**src/rtl/gray_pkg.sv**
```systemverilog
// Shared types and constants for the Gray-count decode tracker.
package gray_pkg;

    // Width of the running advance accumulator.
    localparam int ADVANCE_WIDTH = 16;

    // Tracker states: waiting for a first sample, following legal steps,
    // or latched on an illegal step until cleared.
    typedef enum logic [1:0] {
        UNPRIMED = 2'd0,
        TRACKING = 2'd1,
        FAULT    = 2'd2
    } state_t;

endpackage

```
**src/rtl/gray_to_binary.sv**
```systemverilog
// Purely combinational Gray-to-binary converter.
module gray_to_binary #(
    parameter int COUNTER_WIDTH = 4
) (
    input  logic [COUNTER_WIDTH-1:0] gray,
    output logic [COUNTER_WIDTH-1:0] binary
);

    // Each binary bit is the XOR of all Gray bits at or above its position,
    // which equals b[MSB]=g[MSB], b[i]=b[i+1]^g[i] without a serial chain.
    for (genvar i = 0; i < COUNTER_WIDTH; i++) begin : g_bit
        assign binary[i] = ^(gray >> i);
    end

endmodule

```
**src/rtl/gray_decode_tracker.sv**
```systemverilog
// Two-stage Gray count decoder that tracks step size between samples,
// accumulates legal advances and latches a fault on an illegal step.
module gray_decode_tracker
    import gray_pkg::*;
#(
    parameter int COUNTER_WIDTH = 4
) (
    input  logic                     clk,
    input  logic                     Reset_in,
    input  logic                     Clear_in,
    input  logic [COUNTER_WIDTH-1:0] GrayCount_in,
    input  logic                     Valid_in,
    output logic [COUNTER_WIDTH-1:0] BinaryCount_out,
    output logic                     Valid_out,
    output logic [COUNTER_WIDTH-1:0] Step_out,
    output logic                     Error_out,
    output logic                     Fault_out,
    output logic [ADVANCE_WIDTH-1:0] Advance_out
);

    // Stage 1 registers.
    logic [COUNTER_WIDTH-1:0] s1_gray;
    logic                     s1_valid;

    // Stage 2 decode and tracking.
    logic [COUNTER_WIDTH-1:0] s2_binary;
    logic [COUNTER_WIDTH-1:0] prev_value;
    logic [COUNTER_WIDTH-1:0] step_raw;
    logic [COUNTER_WIDTH-1:0] step_next;
    logic                     error_next;
    logic [ADVANCE_WIDTH-1:0] advance_next;
    logic [ADVANCE_WIDTH:0]   advance_sum;

    state_t state, next_state;

    gray_to_binary #(
        .COUNTER_WIDTH(COUNTER_WIDTH)
    ) u_gray_to_binary (
        .gray   (s1_gray),
        .binary (s2_binary)
    );

    // Stage 1: capture the incoming sample; a clear discards it.
    always_ff @(posedge clk) begin
        // NOTE: sequential state uses non-blocking assignments so every
        // register samples pre-edge values regardless of block ordering.
        if (Reset_in) begin
            s1_gray  <= '0;
            s1_valid <= 1'b0;
        end else begin
            s1_gray  <= GrayCount_in;
            s1_valid <= Valid_in & ~Clear_in;
        end
    end

    // State register; reset wins, clear is folded into next-state logic.
    always_ff @(posedge clk) begin
        if (Reset_in) begin
            state <= UNPRIMED;
        end else begin
            state <= next_state;
        end
    end

    // Next-state, step classification and saturating advance.
    always_comb begin
        // NOTE: every signal gets a default first so no path leaves one
        // unassigned, which would otherwise infer a latch.
        next_state   = state;
        error_next   = 1'b0;
        advance_next = Advance_out;
        step_raw     = s2_binary - prev_value;
        step_next    = step_raw;
        advance_sum  = {1'b0, Advance_out} + (ADVANCE_WIDTH + 1)'(step_raw);

        if (Clear_in) begin
            next_state = UNPRIMED;
        end else if (s1_valid) begin
            unique case (state)
                UNPRIMED: begin
                    // First sample only seeds the previous value.
                    step_next  = '0;
                    next_state = TRACKING;
                end
                TRACKING: begin
                    // Modulo subtraction makes the 2^W-1 -> 0 wrap a step of 1.
                    if (step_raw <= COUNTER_WIDTH'(1)) begin
                        advance_next = advance_sum[ADVANCE_WIDTH] ? '1
                                                                  : advance_sum[ADVANCE_WIDTH-1:0];
                    end else begin
                        error_next = 1'b1;
                        next_state = FAULT;
                    end
                end
                FAULT: begin
                    // Keep decoding; advance stays frozen, no further errors.
                end
                default: begin
                    next_state = UNPRIMED;
                end
            endcase
        end
    end

    // Stage 2 output registers and previous-value tracking.
    always_ff @(posedge clk) begin
        if (Reset_in) begin
            BinaryCount_out <= '0;
            Step_out        <= '0;
            Valid_out       <= 1'b0;
            Error_out       <= 1'b0;
            Advance_out     <= '0;
            prev_value      <= '0;
        end else if (Clear_in) begin
            // Binary and step hold; the in-flight sample is dropped.
            Valid_out   <= 1'b0;
            Error_out   <= 1'b0;
            Advance_out <= '0;
        end else if (s1_valid) begin
            BinaryCount_out <= s2_binary;
            Step_out        <= step_next;
            Valid_out       <= 1'b1;
            Error_out       <= error_next;
            Advance_out     <= advance_next;
            prev_value      <= s2_binary;
        end else begin
            Valid_out <= 1'b0;
            Error_out <= 1'b0;
        end
    end

    // Sticky fault flag follows the registered state.
    assign Fault_out = (state == FAULT);

endmodule

```
**config.mk**
```make
export PLATFORM = sky130hd
export DESIGN_NAME = gray_decode_tracker
export DESIGN_NICKNAME = d
export VERILOG_FILES = /design/src/rtl/gray_pkg.sv /design/src/rtl/gray_to_binary.sv /design/src/rtl/gray_decode_tracker.sv
export SDC_FILE = /design/constraint.sdc
export NUM_CORES = 1
export LEC_CHECK = 0
export BUFFER_PORTS_ARGS = -buffer_cell sky130_fd_sc_hd__clkbuf_2
export CORE_MARGIN = 2
export CORE_UTILIZATION = 48
export DETAILED_ROUTE_END_ITERATION = 16
export GPL_ROUTABILITY_DRIVEN = 0
export PLACE_DENSITY_LB_ADDON = 0.05
export SLEW_MARGIN = 15
export SYNTH_ARGS = -nofsm -noshare
export SYNTH_HDL_FRONTEND = slang
export SYNTH_SLANG_ARGS = --single-unit
export TNS_END_PERCENT = 10
```
**constraint.sdc**
```tcl
create_clock -name clk -period 3.6 [get_ports clk]
set_clock_uncertainty 0.2 [all_clocks]
set_input_delay 0.36 -clock clk [delete_from_list [all_inputs] [get_ports clk]]
set_output_delay 0.36 -clock clk [all_outputs]
set_load 0.01 [all_outputs]
```
# Word level (Yosys, flattened, before mapping)
# Cells that the tools add are included.
# totals
reg_bits	33
out_inout_bits	27
# classes
addsub	2
n_lt_le_gt_ge	1
eq_ne	3
mux	6
bitwise_logic	5
reduce_logical	10
# op_table
op	count
$add A16 B4 Y17	1
$mux W16	1
$reduce_xor A4 Y1	4
$pmux W2 S3	1
$reduce_and A3 Y1	2
$le A4 B1 Y1 const B	1
$mux W4	1
$not A1 Y1	4
$reduce_or A4 Y1	1
$sub A4 B4 Y4	1
$eq A2 B1 Y1 const B	1
$eq A2 B2 Y1 const B	1
$logic_not A2 Y1	1
$mux W1	2
$mux W2	1
$ne A2 B2 Y1 const B	1
$reduce_and A2 Y1	1
$reduce_or A2 Y1	1
$and A1 B1 Y1	1

# Logic depth before layout (Yosys ltp)
# depth
ltp_word	5
mapped_depth	16

# Hierarchy
# Synthesis repeated with hierarchy kept, for this count alone.
# unflattened
cells_unflattened	185
hier_area_um2	1706.6
# modules_own_cells
module	instances	cells_each	area_each_um2
gray_decode_tracker	1	180	1656.6
gray_to_binary	1	5	50.0

# Worst setup path after synthesis
# OpenSTA, ideal clock, no wires.
# synth_path
path_type	register to register
start	reg s1_gray[3]
end	reg Advance_out[10]
setup_time_ps	86
arrival_time_ps	3225
required_time_ps	3314
slack_ps	89
stages_incl_launch_ff	14
path_buffers	0
period_less_slack_ps	3511
cell_sequence	dfxtp_1 > xor2_1 > xnor2_1 > inv_1 > xnor2_1 > ha_1 > fa_1 > fa_1 > nand2b_1 > o2bb2ai_1 > nor3_2 > inv_1 > and3_1 > a211oi_1
# synth_via
elab_chain_cells	4
# synth_rtl
element	line_no	rtl
start, declared	gray_decode_tracker.sv:22	logic [COUNTER_WIDTH-1:0] s1_gray;
start signal, assigned	gray_decode_tracker.sv:51	s1_gray <= GrayCount_in;
$reduce_xor A4 Y1 (*)	gray_to_binary.sv:12	assign binary[i] = ^(gray >> i);
net s2_binary[2]	gray_decode_tracker.sv:26	logic [COUNTER_WIDTH-1:0] s2_binary;
$sub A4 B4 Y4 (*)	gray_decode_tracker.sv:72	step_raw = s2_binary - prev_value;
$add A16 B4 Y17 or $le A4 B1 Y1 (tied branches)	gray_decode_tracker.sv:74, gray_decode_tracker.sv:87	
$mux W16 or $reduce_and A3 Y1 (tied branches)	--	
end signal, assigned	gray_decode_tracker.sv:124	Advance_out <= advance_next;
end, declared	gray_decode_tracker.sv:18	output logic [ADVANCE_WIDTH-1:0] Advance_out
# Mark *: on every way through the listed nets, which the timed path passes. The rest lies on a longest branch.
# A chain may end at the register's enable or synchronous reset.

# Worst setup path in the final report
# Same ends and word-level chain as after synthesis.

==> impl_metrics.ini <==
[outcome]
outcome = completed

[critical_path]
cp.required_ns = 3.65
r2r-end = Advance_out[10]$_SDFFE_PP0P_
critPathCaptureType = flip-flop
path_delay_family = adder cells
cp_cell_sequence = xor2_4 -> xnor2_2 -> inv_2 -> xnor2_2 -> ha_1 -> fa_2 -> fa_1 -> nand2b_1 -> o2bb2ai_2 -> nor3_2 -> inv_1 -> and3_1 -> a211oi_1
path_class = reg -> reg
rr_startpoint = s1_gray[3]$_SDFF_PP0_
cp_slowest_cell = fa_2
cp_common_cell = xnor2_2
crit_buf_inv = 2
start_kind = flip-flop
path_max_fanout = 5
regToRegSetupSlack_ns = 0.12
critPathArrivalTime_ns = 3.53
reg2reg_depth = 13
crit_path_max_incr_delay_ns = 0.49

[sta]
max_freq_mhz = 287.3
finalSetupViolCount = 0
tightestPinTransition_ns = 0.6602
hold_viol = 0
fin_crit_sh_pct = 96.68
final.min_clock_period_ns = 3.480
relSlewSlack_pct = 55.65
final_max_slew_viol_count = 0

[detailed_routing]
via_per_inst = 5.307
dr_total_vias = 1470
wl_per_cell_um = 13.58
drc_errors = 0
wl_um = 3763
dr.pass1.iters = 4
drtAntennaViolNets = 0
drt_iter0_markers = 103

[logic_synthesis]
yosys_most_used_dff = dfxtp_1
ys_types = 42
ys_top_cells_by_area = dfxtp_1 39%, ha_1 5.2%, nor2_1 4.7%
synthesis.area_mm2 = 0.001679
synthArstFlopShare_pct = 0
synth-seq-cells = 33
postSynthAreaPerCell_um2 = 9.027
synth_common_cells = 33 x dfxtp_1, 21 x nor2_1, 12 x inv_1, 11 x a21oi_1, 11 x nand2_1
synth_most_common_cell = dfxtp_1
yosysTopAreaCell = dfxtp_1
synth_top_cell_area_share_pct = 39.34
synth_seq_area_share_pct = 39.34
synth_edf_count = 0
syn_inst = 186
ys_warn_count = 0
synthesis.nets = 203

[power]
peakVddDrop_mv = 0.2137
intPower_w = 0.0005111
power.density_mw_per_mm2 = 337.1
p_leak_nw = 0.8375
p_comb_share_pct = 16.8
swShare_pct = 26.52
p_clk_share_pct = 29.3
p_switching_w = 0.0001844
p_seq_share_pct = 53.9

[floorplan]
die_area_mm2 = 0.003987
core_area_mm2 = 0.003337
row_count = 21
ios = 35
start_util_pct = 50.32
die_w_um = 63.15
die_h_um = 63.15

[clock_tree]
cts_sinks = 33
clock_latency_ns = 0.33
cts_made_buffers = 5
clk_pin_slew_ns = 0.09
cts_buffer_depth = 2
cts_root_buf = clkbuf_4
h-tree-depth = 2
cts_tree = built

[flow_run]
drv_cap = 0

[place]
placed_area_mm2 = 0.001933
port_buffers = 34
dp_hpwl_um = 2739
dp_cells = 268

[grt]
overflow = 0
grt_pass1_vias = 1387
grt_pass1_wl_um = 6486
antenna_found_initial = 0
grt_usage_pct = 20.34
grt_max_degree = 19

[cells_and_area]
drive_gt1_share_pct = 30.74
finalNonFillerCells = 277
n_fill_cell = 316
syn2layout_area_growth_pct = 22.88
nets = 248
diodes = 0
design_area_mm2 = 0.002063

[min_path]
min_delay_path_depth = 2
hold_path_class = in -> reg
min_from = GrayCount_in[2]
whs_endpoint = s1_gray[2]$_SDFF_PP0_
## power by group through the flow
stage / clock, W / sequential, W / combinational [W]
6_report: 0.000204 / 0.000375 / 0.000117
5_1_grt: 0.000228 / 0.000376 / 0.000128
4_1_cts: 0.000210 / 0.000373 / 0.000109
3_5_place_dp: 0 / 0.000381 / 0.000106
3_3_place_gp: 0 / 0.000381 / 0.000104
2_1_floorplan: 0 / 0.000382 / 0.0000718
## flip-flops by register name, summed over array words and instances, names as in the netlist
register,count
Advance_out,16
Error_out,1
Step_out,4
Valid_out,1
prev_value,4
s1_gray,4
s1_valid,1
state,2
## worst max-delay path by stage
| stage | start | end | slack (ns) | cells past startpoint |
|---|---|---|---|---|
| floorplan | s1_gray[3]$_SDFF_PP0_ | Advance_out[10]$_SDFFE_PP0P_ | 0.09 | 13 |
| global placement | s1_gray[3]$_SDFF_PP0_ | Advance_out[15]$_SDFFE_PP0P_ | -0.0007 | 14 |
| detailed placement | s1_gray[3]$_SDFF_PP0_ | Advance_out[14]$_SDFFE_PP0P_ | -0.08 | 12 |
| CTS | s1_gray[3]$_SDFF_PP0_ | Advance_out[10]$_SDFFE_PP0P_ | 0.007 | 13 |
| global route | s1_gray[3]$_SDFF_PP0_ | Advance_out[10]$_SDFFE_PP0P_ | -0.01 | 13 |
| finish | s1_gray[3]$_SDFF_PP0_ | Advance_out[10]$_SDFFE_PP0P_ | 0.12 | 13 |
## per-layer routing
layer / track usage [%] / up-vias / wire length (µm)
met5: 0 / - / 0
met4: 6.667 / 0 / 51
met3: 4.821 / 7 / 217
met2: 29.39 / 46 / 1615
met1: 29.63 / 682 / 1879
li1: - / 735 / -
## cell families after synthesis
logic type               after synthesis  synth area share, %
adder cells (fa/ha/maj)                9                7.600
AND/OR/NAND/NOR                       72                24.67
buffers and inverters                 18                4.470
AO/OA/AOI/OAI                         39                16.10
flip-flops                            33                39.34
XOR/XNOR                              15                7.824
## area by class of cell
class	instances	area, µm²	share of cell area, %
multi-input cells	135	1001	48.51
flip-flops and latches	33	663.1	32.14
repair buffers	43	237.7	11.52
well taps	46	57.56	2.790
clock buffers	7	55.05	2.668
inverters	13	48.80	2.365
## cell usage in the layout, fill, tap and decap left out, drive strengths merged, types with 6 or more instances in the layout
master and count:
clkbuf 41, dfxtp 33, nor2 21, inv 13, a21oi 12, nand2 11
buf 9, xor2 9, o21ai 8, nand3 8, ha 7, nor2b 7
nand4 6, a211oi 6, xnor2 6
## through the flow
step	hold slack, ns	utilization (%)	TNS [ns]	power (W)	setup WS [ns]
after floorplan	0.2316	-	0	0.0004533	0.08911
after global placement	0.2752	57.93	-0.0006577	0.0004855	-0.0006577
after detailed placement	0.2835	57.93	-0.3165	0.0004872	-0.08368
after CTS	0.03227	60.55	0	0.0006921	0.007034
after global routing	0.03224	61.83	-0.01321	0.0007324	-0.01321
final	0.04083	61.83	0	0.0006956	0.1195
## timing repair
item,4_1_cts,5_1_grt
setup endpoints to repair,12,16
pin swaps,2,3
gates resized for setup,3,9
hold buffers,0,0
cloned,0,0
setup buffers,2,0
Power figures use the tool's default switching activity.
